==> src/rtl/preg_alloc_arb.sv <==
// Physical-register allocation arbiter: round-robin grant of the free-list read port plus a
// commit-release FIFO, both held off during branch recovery. Stall statistic: PREG_ALLOC_ARB_STATS_EN.
module preg_alloc_arb #(
    parameter int NUM_REQ        = 2,
    parameter int PREG_W         = 7,
    parameter int FREE_DEPTH     = 4,
    parameter int RECOVER_CYCLES = 2
) (
    input  logic               clk,
    input  logic               reset_n,
    input  logic [NUM_REQ-1:0] req,
    output logic [NUM_REQ-1:0] gnt,
    output logic [PREG_W-1:0]  gnt_preg,
    input  logic               free_valid,
    input  logic [PREG_W-1:0]  free_preg,
    output logic               free_ready,
    input  logic               mispredict_in,
    output logic               fl_read_en,
    input  logic [PREG_W-1:0]  fl_pd_new,
    input  logic               fl_empty,
    output logic               fl_write_en,
    output logic [PREG_W-1:0]  fl_data_in,
    output logic               fl_mispredict,
    output logic [15:0]        stall_cnt,
    output logic               dbg_state
);
    localparam int PTR_W  = (NUM_REQ > 1) ? $clog2(NUM_REQ) : 1;
    localparam int CNT_W  = (RECOVER_CYCLES > 1) ? $clog2(RECOVER_CYCLES) : 1;
    localparam int ADDR_W = $clog2(FREE_DEPTH);
    localparam logic [PTR_W:0]   NUM_REQ_V = (PTR_W+1)'(NUM_REQ);
    localparam logic [PTR_W-1:0] LAST_LANE = PTR_W'(NUM_REQ - 1);
    localparam logic [CNT_W-1:0] CNT_LAST  = CNT_W'(RECOVER_CYCLES - 1);
    localparam logic [ADDR_W:0]  FULL_CNT  = (ADDR_W+1)'(FREE_DEPTH);

    // Handshake: a release is taken on any rising edge where free_valid && free_ready;
    // the free-list ports are strobes qualified by fl_read_en / fl_write_en in the same cycle.
    typedef enum logic {RUN = 1'b0, RECOVER = 1'b1} state_t;

    state_t             state;
    logic [CNT_W-1:0]   rec_cnt;
    logic [PTR_W-1:0]   rr_ptr;
    logic [PTR_W-1:0]   sel;
    logic [PTR_W:0]     cand;
    logic               found;
    logic [ADDR_W-1:0]  wr_ptr;
    logic [ADDR_W-1:0]  rd_ptr;
    logic [ADDR_W:0]    count;
    logic [PREG_W-1:0]  mem [FREE_DEPTH];
    logic               run_ok;
    logic               push;
    logic               pop;

    // Everything is gated by reset_n so outputs are quiet while reset is held.
    assign run_ok        = reset_n && (state == RUN) && !mispredict_in;
    assign fl_mispredict = mispredict_in;
    assign dbg_state     = (state == RECOVER);

    always_comb begin
        gnt   = '0;
        sel   = '0;
        found = 1'b0;
        cand  = '0;
        for (int i = 0; i < NUM_REQ; i++) begin
            cand = {1'b0, rr_ptr} + (PTR_W+1)'(i);
            if (cand >= NUM_REQ_V) cand = cand - NUM_REQ_V;
            if (!found && req[cand[PTR_W-1:0]]) begin
                found = 1'b1;
                sel   = cand[PTR_W-1:0];
            end
        end
        if (run_ok && !fl_empty && found) gnt[sel] = 1'b1;
    end

    assign fl_read_en = |gnt;
    assign gnt_preg   = fl_pd_new;

    assign free_ready  = (count != FULL_CNT);
    assign push        = free_valid && free_ready;
    assign pop         = run_ok && (count != '0);
    assign fl_write_en = pop;
    assign fl_data_in  = mem[rd_ptr];

    always_ff @(posedge clk) begin
        if (push) mem[wr_ptr] <= free_preg;
    end

    always_ff @(posedge clk or negedge reset_n) begin
        if (!reset_n) begin
            state   <= RUN;
            rec_cnt <= '0;
            rr_ptr  <= '0;
            wr_ptr  <= '0;
            rd_ptr  <= '0;
            count   <= '0;
        end else begin
            if (mispredict_in) begin
                state   <= RECOVER;
                rec_cnt <= '0;
            end else if (state == RECOVER) begin
                if (rec_cnt == CNT_LAST) state <= RUN;
                else                     rec_cnt <= rec_cnt + 1'b1;
            end
            if (fl_read_en) rr_ptr <= (sel == LAST_LANE) ? '0 : sel + 1'b1;
            if (push) wr_ptr <= wr_ptr + 1'b1;
            if (pop)  rd_ptr <= rd_ptr + 1'b1;
            case ({push, pop})
                2'b10:   count <= count + 1'b1;
                2'b01:   count <= count - 1'b1;
                default: count <= count;
            endcase
        end
    end

`ifdef PREG_ALLOC_ARB_STATS_EN
    always_ff @(posedge clk or negedge reset_n) begin
        if (!reset_n) begin
            stall_cnt <= '0;
        end else if ((|req) && !(|gnt) && (stall_cnt != 16'hFFFF)) begin
            stall_cnt <= stall_cnt + 16'd1;
        end
    end
`else
    assign stall_cnt = '0;
`endif

endmodule

==> config.mk <==
export PLATFORM = sky130hd
export DESIGN_NAME = preg_alloc_arb
export DESIGN_NICKNAME = d
export VERILOG_FILES = /design/src/rtl/preg_alloc_arb.sv
export SDC_FILE = /design/constraint.sdc
export NUM_CORES = 1
export LEC_CHECK = 0
export ABC_AREA = 1
export BUFFER_PORTS_ARGS = -buffer_cell sky130_fd_sc_hd__buf_2
export CAP_MARGIN = 10
export CORE_MARGIN = 8
export CORE_UTILIZATION = 43
export CTS_CLUSTER_DIAMETER = 200
export DETAILED_ROUTE_END_ITERATION = 8
export GPL_ROUTABILITY_DRIVEN = 0
export PLACE_DENSITY = 0.71
export SYNTH_ARGS = -nofsm -noshare
export SYNTH_HDL_FRONTEND = slang
export SYNTH_SLANG_ARGS = --single-unit
==> constraint.sdc <==
create_clock -name clk -period 1.82 [get_ports clk]
set_input_delay 0 -clock clk [delete_from_list [all_inputs] [get_ports clk]]
set_output_delay 0 -clock clk [all_outputs]
set_load 0.02 [all_outputs]
# Yosys cells after proc, flatten, opt, wreduce, memory -nomap -nowiden
# Memories as Yosys holds them, arrays and structs flattened.
# Index checks and enable logic that the tools add are counted.
# totals
reg_bits	10
ramBits	28
in_bits	21
output_inout_bits	37
wordCells	64
n_memories	1
# classes
addsub	9
order_cmp	6
n_eq_ne	3
muxes	23
bitwise_logic	1
reduce_logical	15
# memory_table
memory	words	word_bits	rd	rd_ports_with_merged_regs	write_ports	line_no	rtl
mem	4	7	1	0	1	48	logic [PREG_W-1:0] mem [FREE_DEPTH];
# op_table
op	count
two-way mux 1 bit	20
logical AND 1 bit	8
< comparator 1 x 2 -> 1 bit (second input constant)	3
one-hot mux 3 bit (2 select lines)	1
adder 2 x 1 -> 2 bit (second input constant)	2
nonzero test 2 bit	2
adder 3 x 1 -> 3 bit (second input constant)	1
logical NOT 1 bit	3
inequality test 3 bit (second input constant)	1
nonzero test 3 bit	1
subtractor 3 x 1 -> 3 bit (second input constant)	1
adder 1 bit (second input constant)	2
adder 1 x 1 -> 2 bit (second input constant)	1
== test 2 x 1 -> 1 bit (second input constant)	1
== test 2 bit (second input constant)	1
greater-or-equal comparator 1 x 2 -> 1 bit (second input constant)	1
greater-or-equal comparator 2 bit (second input constant)	1
two-way mux 2 bit	1
OR reduction 2 bit	1
subtractor 1 bit (second input constant)	2
demux 1 bit (select 1 bit)	1
greater-or-equal comparator 1 bit (second input constant)	1
inverter 1 bit	1

# Longest topological paths before layout
# depth
depth_word	14
mapped_depth	13
ltp_nobuf	13

# Least setup slack after synthesis
# Ideal clock, no wire load.
# synth_timing
kind	reg-to-reg
start	register state, in the netlist dbg_state
end	register count[2]
arrival_ps	1859
required_ps	1703
setup_slack_ps	-156
stages_incl_launch_ff	13
n_path_buf	0
cell_sequence	dfrtp_1 -> inv_1 -> nand2_1 -> nor2_2 -> nand2_1 -> inv_1 -> ha_1 -> inv_1 -> fa_1 -> nand2_1 -> nand3_1 -> nand2_1 -> nand2_1
# synth_between
elab_chain_len	6
word_cells_on_any_way	8
classes_between	2 x eq/ne; 1 x mux; 1 x bitwise; 4 x reduce/logical
# synth_rtl
element	line_no	rtl
start: declaration	39	state_t state;
start signal: assignment	89	state <= RUN;
start signal: assignment	97	state <= RECOVER;
start signal: assignment	100	if (rec_cnt == CNT_LAST) state <= RUN;
inverter 1 bit (*)	54	assign run_ok = reset_n && (state == RUN) && !mispredict_in;
logical AND 1 bit (*) (2 in series)	54	
logical AND 1 bit (*)	79	assign pop = run_ok && (count != '0);
net fl_write_en	21	output logic fl_write_en,
== test 2 x 1 -> 1 bit / == test 2 bit (equally long branches)	106	case ({push, pop})
one-hot mux 3 bit (2 select lines) / nonzero test 2 bit (equally long branches)	--	
end signal: assignment	107	2'b10: count <= count + 1'b1;
end signal: assignment	108	2'b01: count <= count - 1'b1;
end signal: assignment	109	default: count <= count;
end: declaration	47	logic [ADDR_W:0] count;
# The timed path passes the listed nets; every way through them passes the cells marked *.
# A chain may end at the register's enable or synchronous reset.

# Worst setup path in the final report
# layout_timing
start	register count[1]
end	register count[2]
# layout_between
elab_chain_len	4
word_cells_on_any_way	10
classes_between	2 x add/sub; 3 x eq/ne; 1 x mux; 4 x reduce/logical
# layout_rtl
element	line_no
inequality test 3 bit / nonzero test 3 bit (equally long branches)	77, 79
logical AND 1 bit (on tied branches)	78, 79
== test 2 x 1 -> 1 bit / == test 2 bit (equally long branches)	106
one-hot mux 3 bit (2 select lines) / nonzero test 2 bit (equally long branches)	--
# Parallel ways exist; a longest one is shown, timed or not.

==> results.py <==
metrics = {
    "critical_path": {
        "worst-endpoint-required_ns": 2.01,
        "worst_r2r_startpoint": "count[1]",
        "crit_path_start_kind": "flop",
        "timing.critical_path.arrival_ns": 1.88,
        "critPathKind": "reg -> reg",
        "worst_setup_path_startpoint": "count[1]",
        "timing.critical_path.fanout_max": 7,
        "setup.worst_path.end_class": "flop",
    },
    "synthesis": {
        "synth-warning-count": 0,
        "synth.largest_area_cell": "edfxtp_1",
        "synth.avg_cell_area_sq_um": 10.31,
        "synth_sequential_area_ratio_pct": 56.29,
        "synthCells": 188,
        "synth.top_cells.by_area": "edfxtp_1 43%, dfrtp_1 13%, buf_4 9.3%, nand2_1 7.2%, inv_1 4.8%",
        "post_synth_num_cell_types": 23,
        "yosys.area.top_type_share_pct": 43.38,
        "syn_area_sq_um": 1938,
        "postSynthRegisterBits": 38,
    },
    "global_routing": {
        "number_of_global_route_vias_before_repair": 1279,
        "grt-ovfl-total": 0,
        "grt_antenna_before_repair": 0,
        "pin_count_of_the_biggest_net_entering_global_routing": 24,
        "grt_first_pass_wirelength_microns": 5775,
        "global_route.usage.total_pct": 10.18,
    },
    "final_layout": {
        "drive_above_1_share_pct": 25.11,
        "final_net_count": 249,
        "final_common_cell": "nand2_1",
        "flow.area_growth_from_synthesis_pct": 14.53,
        "mostFrequentLayoutCells": "36 x nand2_1, 28 x edfxtp_1, 27 x buf_2",
        "multi_input_logic_area_sq_um": 580.6,
        "diodes": 0,
        "design_area_sq_um": 2220,
        "area.sequential_sq_um": 1092,
        "number_of_fillers_in_the_final_layout": 405,
    },
    "sta": {
        "maxClockFrequency_ghz": 0.5911,
        "timing_worst_slew_pin_value_ns": 0.6469,
        "post-route-period-util_pct": 92.95,
        "rsz0062_at_grt": "no",
        "finClkSkew_ns": 0.007148,
        "timing.final.crit_period_ns": 1.692,
        "setup-violations-final": 0,
        "timing.slew.headroom_pct": 56.72,
        "final.setup.tns_ns": 0,
        "finalHoldViolations": 0,
        "final_max_slew_viol_count": 0,
    },
    "power": {
        "max-vdd-ir-drop_mv": 0.9140,
        "power.static_leakage_nw": 1.020,
        "power_density_nw_per_um2": 1429,
        "fin_total_pwr_mw": 3.172,
    },
    "clock_network": {
        "cts.clk_slew.worst_paths_ns": 0.08,
        "cts-root-to-sink-buffers": 2,
        "clock_network_latency_to_the_later_pin_of_the_worst_skew_pair_ns": 0.29,
        "clock_sink_count": 38,
        "numCtsBuffers": 5,
        "clock-root-buffer": "clkbuf_8",
        "clock_tree_from_tritoncts": "built",
        "ctsHtreeMaxLevel": 2,
    },
    "detailed_routing": {
        "post_drt_wl_per_cell_microns": 11.72,
        "drcViolationCount": 0,
        "initialDrtViolationCount": 80,
        "route.final.wire_length_microns": 3224,
        "vias_per_cell": 4.422,
        "via_count": 1216,
        "drt_pre_antenna_iters": 4,
        "final_antenna_net_count": 0,
    },
    "die": {
        "core_sq_um": 4354,
        "die_w_microns": 83.14,
        "dieArea_sq_um": 6911,
        "die-height_microns": 83.14,
        "fp-row-count": 24,
        "start_util_pct": 44.51,
        "floorplan.io_pins": 58,
    },
    "outcome": {
        "run_status": "finished, final reports clean",
    },
    "run": {
        "drv.max_cap_violation_count": 0,
    },
    "hold_path": {
        "path_type_of_the_worst_min_delay_path": "in -> out",
        "hold_path.startpoint": "fl_pd_new[2]",
    },
    "placed_design": {
        "place.detailed.hpwl_microns": 2403,
        "io_buffer_count": 27,
        "placedInstanceArea_sq_um": 1998,
    },
}
-- per-stage QoR --
step	hold WS (ns)	setup WS, ns	util (%)	cells
after floorplan	-0.2956	0.006248	-	203
after global placement	-0.04683	0.1236	45.89	257
after detailed placement	-0.04559	0.08704	45.89	257
after CTS	0.0001487	0.07420	50.80	275
after global routing	0.00002706	0.004114	50.98	275
final	0.000008833	0.1283	50.98	275
-- critical path, cell delays in order, from the launching register on --
cell	delay, ns
dfrtp_1	0.39
inv_1	0.14
nand3_2	0.15
nand2_4	0.14
ha_4	0.15
inv_2	0.04
fa_2	0.32
nand2_1	0.09
nand3_1	0.08
nand2_1	0.06
nand2_1	0.04
-- power by group --
group,switching (mW),leakage (nW),internal (mW),total [mW]
Combinational,0.738,0.593,0.398,1.14
Clock,0.302,0.0504,0.407,0.709
Sequential,0.175,0.376,1.15,1.33
-- state kept, by name, summed over array words and instances (netlist names) --
register and count:
rd_ptr 2, rec_cnt 1, mem 28, wr_ptr 2
dbg_state 1, rr_ptr 1, count 3
-- cells by family after synthesis --
group,count (synthesis),synth area share (%)
other,1,0.1935
adders and majority gates,6,4.261
xor gates and xnor gates,1,0.4520
buffers and inverters,55,18.08
DFF,38,56.29
AOI/OAI and AO/OA,16,5.164
and+or+nand+nor,71,15.56
-- what timing repair did --
item                                    in CTS  in global routing
hold endpoints to repair                    42                  0
endpoints found under the setup margin       0                  2
hold buffers                                10                  0
gates resized for setup                      0                  3
buffers inserted                             0                  0
-- Yosys cell counts --
master and number:
nor2_2 5, buf_6 3, o211ai_1 7, buf_4 24
edfxtp_1 28, nand4_1 1, o21ai_1 5, xnor2_1 1
conb_1 1, nor2_1 18, inv_1 25, nand2_2 1
clkbuf_8 1, fa_1 1, buf_12 1, nor2_4 1
nand2_1 37, o21ai_0 3, dfrtp_1 10, ha_1 5
o21bai_1 1, inv_6 1, nand3_1 8
-- cell type report --
class | count | area share (%)
sequential | 38 | 49.21
multi-input combinational | 110 | 26.16
timing repair buffer | 41 | 11.95
inverter | 26 | 4.622
clock buffer | 5 | 3.100
tap | 52 | 2.931
clock inverter | 3 | 2.029
-- worst paths after layout --
kind                          endpoint  slack [ns]  cells past startpoint
max                           count[2]        0.13                     10
min                        gnt_preg[2]    0.000009                      0
max reg2reg                   count[2]        0.13                     10
min reg2reg                  dbg_state        0.48                      1
max in group asynchronous    dbg_state        1.50                      3
min in group asynchronous     count[2]        0.17                      3
-- routing by layer --
layer / up-vias / share of wire [%] / track usage, %
li1: 627 / - / -
met1: 550 / 42 / 11.16
met2: 33 / 49 / 16.48
met3: 6 / 7.6 / 4.883
met4: 0 / 1.5 / 4.153
met5: - / 0 / 0
(Power assumes the default switching activity.)
